File: config.mk
export PLATFORM = sky130hd
export DESIGN_NAME = cond_unit
export DESIGN_NICKNAME = d
export VERILOG_FILES = /design/src/rtl/cond_unit.sv
export SDC_FILE = /design/constraint.sdc
export NUM_CORES = 1
export LEC_CHECK = 0
export ABC_AREA = 1
export CAP_MARGIN = 40
export CORE_UTILIZATION = 30
export DETAILED_ROUTE_END_ITERATION = 10
export PLACE_DENSITY = 0.68
export SYNTH_ARGS = -nofsm -noshare
export SYNTH_HDL_FRONTEND = slang
export SYNTH_SLANG_ARGS = --single-unit
File: constraint.sdc
create_clock -name clk -period 1.3 [get_ports clk]
set_clock_uncertainty 0.15 [all_clocks]
set_input_delay 0.13 -clock clk [delete_from_list [all_inputs] [get_ports clk]]
set_output_delay 0.13 -clock clk [all_outputs]
set_load 0.05 [all_outputs]
File: src/rtl/cond_unit.sv
// Conditional-execution stage for the multicycle ARM control path.
// Holds NZCV flags and a registered condition-pass bit; gates FSM write enables.
module cond_unit #(
   parameter logic [3:0] FLAG_RESET = 4'b0000
) (
   input  logic       clk,
   input  logic       reset,
   input  logic [3:0] Cond,
   input  logic [3:0] ALUFlags,
   input  logic [1:0] FlagW,
   input  logic       NextPC,
   input  logic       Branch,
   input  logic       RegW,
   input  logic       MemW,
   output logic       PCWrite,
   output logic       RegWrite,
   output logic       MemWrite,
   output logic [3:0] Flags,
   output logic       CondExReg
);

   logic [1:0] nz;
   logic [1:0] cv;
   logic       n;
   logic       z;
   logic       c;
   logic       v;
   logic       cond_ex;
   logic [1:0] flag_write;

   assign Flags = {nz, cv};
   assign n     = nz[1];
   assign z     = nz[0];
   assign c     = cv[1];
   assign v     = cv[0];

   // Evaluated against registered flags only; default keeps X off the output.
   always_comb begin
      cond_ex = 1'b1;
      case (Cond)
         4'b0000: cond_ex = z;
         4'b0001: cond_ex = ~z;
         4'b0010: cond_ex = c;
         4'b0011: cond_ex = ~c;
         4'b0100: cond_ex = n;
         4'b0101: cond_ex = ~n;
         4'b0110: cond_ex = v;
         4'b0111: cond_ex = ~v;
         4'b1000: cond_ex = c & ~z;
         4'b1001: cond_ex = ~c | z;
         4'b1010: cond_ex = (n == v);
         4'b1011: cond_ex = (n != v);
         4'b1100: cond_ex = ~z & (n == v);
         4'b1101: cond_ex = z | (n != v);
         default: cond_ex = 1'b1;
      endcase
   end

   assign flag_write = FlagW & {2{cond_ex}};

   always_ff @(posedge clk or posedge reset) begin
      if (reset) begin
         nz <= FLAG_RESET[3:2];
      end else if (flag_write[1]) begin
         nz <= ALUFlags[3:2];
      end
   end

   always_ff @(posedge clk or posedge reset) begin
      if (reset) begin
         cv <= FLAG_RESET[1:0];
      end else if (flag_write[0]) begin
         cv <= ALUFlags[1:0];
      end
   end

   always_ff @(posedge clk or posedge reset) begin
      if (reset) begin
         CondExReg <= 1'b0;
      end else begin
         CondExReg <= cond_ex;
      end
   end

   assign PCWrite  = NextPC | (Branch & CondExReg);
   assign RegWrite = RegW & CondExReg;
   assign MemWrite = MemW & CondExReg;

endmodule

* After elaboration in Yosys (flattened, before gate mapping)
Cells that the tools add are included.
** Storage, ports and cells
- Flip-flop bits (word level) :: 5
- Bits of input ports :: 16
- Output and inout bits :: 8
- Logic and storage cells :: 33
** Operators by class
- Equality and inequality tests :: 15
- Muxes and demuxes :: 1
- Bitwise gates (word level) :: 13
- Reductions and logical operators :: 1
** Operators with widths (count)
- 4-bit equality test, second input constant :: 6
- 4-bit by 3-bit equality test with 1-bit output, second input constant :: 4
- 1-bit case mux with 14 select lines :: 1
- 4-bit by 2-bit equality test with 1-bit output, second input constant :: 2
- 1-bit bitwise AND :: 5
- 4-bit by 1-bit equality test with 1-bit output, second input constant :: 1
- 4-bit logical NOT :: 1
- 1-bit inverter :: 4
- 1-bit bitwise OR :: 3
- 2-bit bitwise AND :: 1
- 1-bit equality test :: 1
- 1-bit != test :: 1

* Logic depth before layout (Yosys ltp)
- Depth in word-level cells :: 4
- Mapped depth :: 11
- Depth with buffers taken out :: 11

* Worst setup path before layout
OpenSTA, ideal clock, no wires.
- Path type :: register to register
- From :: register cv[0]
- To :: register cv[0]
- Setup time :: 0.120 ns
- Arrival time :: 1.367 ns
- Data required time :: 1.030 ns
- Setup slack :: -0.337 ns
- Cell stages (with the launch flop) :: 10
- Buffers on the path :: 0
- Clock period less this slack :: 1.637 ns
- Cells stage by stage :: dfrtp_1 -> inv_1 -> nand2_1 -> nand3_1 -> a21oi_1 -> nor2_2 -> nand2_4 -> nand2_2 -> nand2_1 -> nand2_1
** On the way
- Cells in the longest elaborated chain, start to end :: 4
- Elaborated cells between the ends (all ways) :: 7
- Those cells by class :: eq/ne (2); mux (1); bitwise (4)
** RTL lines
- start, declared :: line 23 : logic [1:0] cv;
- start signal, assigned :: line 71 : cv <= FLAG_RESET[1:0];
- start signal, assigned :: line 73 : cv <= ALUFlags[1:0];
- 1-bit != test or 1-bit equality test (tied branches)
- 1-bit bitwise OR or 1-bit bitwise AND (tied branches) :: line 54, 53
- 1-bit case mux with 14 select lines (*) :: line 40 : case (Cond)
- net cond_ex :: line 28 : logic cond_ex;
- 2-bit bitwise AND (*) :: line 59 : assign flag_write = FlagW & {2{cond_ex}};
Mark *: on every way through the listed nets, which the timed path passes. The rest lies on a longest branch.
A chain may end at the register's enable or synchronous reset.

* Worst setup path after layout
- From :: register cv[1]
- To :: register nz[1]
** On the way
- Cells in the longest elaborated chain, start to end :: 4
- Elaborated cells between the ends (all ways) :: 5
- Those cells by class :: mux (1); bitwise (4)
** RTL lines
- 1-bit inverter :: line 44, 50
- 1-bit bitwise OR :: line 50 : 4'b1001: cond_ex = ~c | z;
- 1-bit case mux with 14 select lines (*) :: line 40
- net cond_ex :: line 28
- 2-bit bitwise AND (*) :: line 59
- end signal, assigned :: line 63 : nz <= FLAG_RESET[3:2];
- end signal, assigned :: line 65 : nz <= ALUFlags[3:2];
- end, declared :: line 22 : logic [1:0] nz;
Marked as above.

==> flow_summary.toml <==
[worst_setup_path]
cp_max_fo = 7
reg2reg_setup_slack_ps = -150
crit_path_dat_ps = 1480
startpoint_type = "flip-flop"
timing.critical_path.to_type = "flip-flop"
criticalPathCategory = "reg -> reg"
crit_required_ps = 1330

[die]
num_rows = 13
io_pins = 24
fp.dieW_um = 39.66
die_height_um = 39.66
core-area_um2 = 1318
floorplan.initialDensity = 0.3229
die-area_um2 = 1573

[routing]
drt.antenna.violating_nets = 0
via_density = 4.492
drt_pass1_iterations = 4
initial_drc_count = 9
num_vias = 575
drc = 0
wirelength_um = 1425
route.detailed.wl_per_inst_um = 11.13

[yosys]
synth.largest_area_cell = "sky130_fd_sc_hd__dfrtp_1"
synth.lib_cells_used.distinct = 12
ys_warn_count = 0
number_of_synthesized_register_bits = 5
netlist.area_leader.share = 0.2941
synth_nets = 91
ys_seq_area_frac = 0.2941
synth.cell_area_um2 = 425.4
synth_area_leaders = "sky130_fd_sc_hd__dfrtp_1, sky130_fd_sc_hd__nand2_1, sky130_fd_sc_hd__nand3_1"
post_synth.cell_area_avg_um2 = 5.672
netlist_instances = 75

[sta]
setup_slack_ps = -148.3
slew_viol_final = 0
setup-violations-final = 7
timing.fmax_ghz = 0.6905
final_min_period_over_clock_period = 1.114
slew_headroom = 0.8337
tightestPinTransition_ps = 249.4
grt_setup_unrepaired = "yes"
final_period_minus_worst_setup_slack_ps = 1448
finalHoldViolations = 0
finalHoldWorstSlack_ps = 305.3
fin_setup_tns_ps = -684.2

[clock_network]
clock-root-buffer = "sky130_fd_sc_hd__clkbuf_4"
clockBufferDepth = 2
numClockSinks = 5
htree_num_levels = 1
worstSkewPairLatency_ps = 240
cts.reportedPaths.clkPinSlew_ps = 40
tritoncts = "done"
cts_made_buffers = 3

[place]
detailed_place_hpwl_um = 1027
place.gp.congestion = 0.6901
preCtsSetupSlack_ps = -432.3
port_buffers = 23

[pwr]
total_power_w = 0.001609
leakagePower_nw = 0.4836
power_per_cell_area_nw_per_um2 = 1697
irDropWorstVdd_uv = 1048

[layout]
antennaDiodeCount = 0
final_layout_size_suffix_gt1_frac = 0.4779
filler_cell_count = 111
final_nets = 130
post-route-util = 0.7198
synthToLayoutAreaGrowth_pct = 122.9

[global_routing]
grt_first_pass_wirelength_um = 1890
grt_start_max_net_pins = 8
number_of_antenna_violations_at_the_first_check_in_global_routing = 0
gr-total-overflow = 0
first_global_vias = 465
grtUsageTotal = 0.1879

[hold_path]
worst_hold_path_type = "in -> reg"

[status]
failed_checks = "negative setup slack"
outcome = "finished, violations left"

[flow_run]
drv_cap = 0
## metrics by stage
| stage | cells | instance area, um2 |
|---|---|---|
| final | 128 | 948.4 |
| after global routing | 128 | 948.4 |
| after CTS | 126 | 889.6 |
| after detailed placement | 120 | 832.0 |
| after global placement | 120 | 832.0 |
| after floorplan | 75 | 450.4 |
## logic make-up (layout without fill, tap and decap cells)
| logic type | Yosys count | count (layout) | synth area share |
|---|---|---|---|
| AOI/OAI and AO/OA | 4 | 4 | 0.05294 |
| buffers and inverters | 12 | 50 | 0.1059 |
| DFF | 5 | 5 | 0.2941 |
| and+or+nand+nor | 54 | 54 | 0.5471 |
## critical path, cell delays in order, from the launching register on
cell	delay (ps)
sky130_fd_sc_hd__dfrtp_2	420
sky130_fd_sc_hd__a21oi_1	170
sky130_fd_sc_hd__nor2_1	80
sky130_fd_sc_hd__nand2_1	80
sky130_fd_sc_hd__nand2_2	70
sky130_fd_sc_hd__nor2_4	130
sky130_fd_sc_hd__nand2_4	100
sky130_fd_sc_hd__nand2_2	90
sky130_fd_sc_hd__nand2_1	50
sky130_fd_sc_hd__nand2_1	40
## repair_timing
action / CTS / global route
buffers inserted: 1 / 2
pin swaps: 4 / 7
setup endpoints to repair: 6 / 6
endpoints found under the hold margin: 5 / 0
hold buffers: 1 / 0
resized for setup: 7 / 14
## routing by layer
layer  vias up  GRT usage  wire, um
li1        308          -         -
met1       254     0.2414       622
met2        11     0.2664       744
met3         2    0.08523        44
met4         0    0.07759        14
met5         -          0         0
## registers in the layout (all words and copies together) (netlist names)
| signal | count |
|---|---|
| CondExReg | 1 |
| cv | 2 |
| nz | 2 |
## worst paths after layout
path                        startpoint        end  cells past startpoint
setup / recovery                 cv[1]      nz[1]                      9
hold reg to reg                  nz[1]      nz[1]                      3
min in group asynchronous        reset  CondExReg                      3
hold / removal             ALUFlags[2]      nz[0]                      3
max in group asynchronous        reset      nz[1]                      3
setup reg to reg                 cv[1]      nz[1]                      9
## report_power, final
group	internal, W	leakage (nW)	switching [W]	total (W)
sequential	0.000223	0.0554	0.0000791	0.000303
clock	0.000116	0.0150	0.0000658	0.000182
combinational	0.000537	0.413	0.000587	0.00112
## cells in the mapped netlist
cell                       count
sky130_fd_sc_hd__nand2_2       2
sky130_fd_sc_hd__nor2_1        8
sky130_fd_sc_hd__nand2_1      31
sky130_fd_sc_hd__inv_1        10
sky130_fd_sc_hd__nand3_1      10
sky130_fd_sc_hd__nor2_2        2
sky130_fd_sc_hd__dfrtp_1       5
sky130_fd_sc_hd__a21o_1        1
sky130_fd_sc_hd__a21oi_1       3
sky130_fd_sc_hd__clkinv_1      1
sky130_fd_sc_hd__inv_2         1
sky130_fd_sc_hd__nand2_4       1
## placed cells by master (no fill, tap or decap), drive strengths merged
master          n
clkdlybuf4s50  11
dlymetal6s2s    1
nand2          34
dlygate4sd3     1
buf            18
dfrtp           5
clkbuf          4
inv            11
dlygate4sd2     3
a21o            1
nor2           10
a21oi           3
clkinv          1
nand3          10
## area by class of cell
class / count / area (um2) / area share
Tap cell: 15 / 18.77 / 0.01979
Multi-Input combinational cell: 58 / 332.8 / 0.3509
Sequential cell: 5 / 131.4 / 0.1385
Clock buffer: 4 / 26.28 / 0.02770
Inverter: 12 / 45.04 / 0.04749
Timing Repair Buffer: 34 / 394.1 / 0.4156
Power figures use the tool's default switching activity.
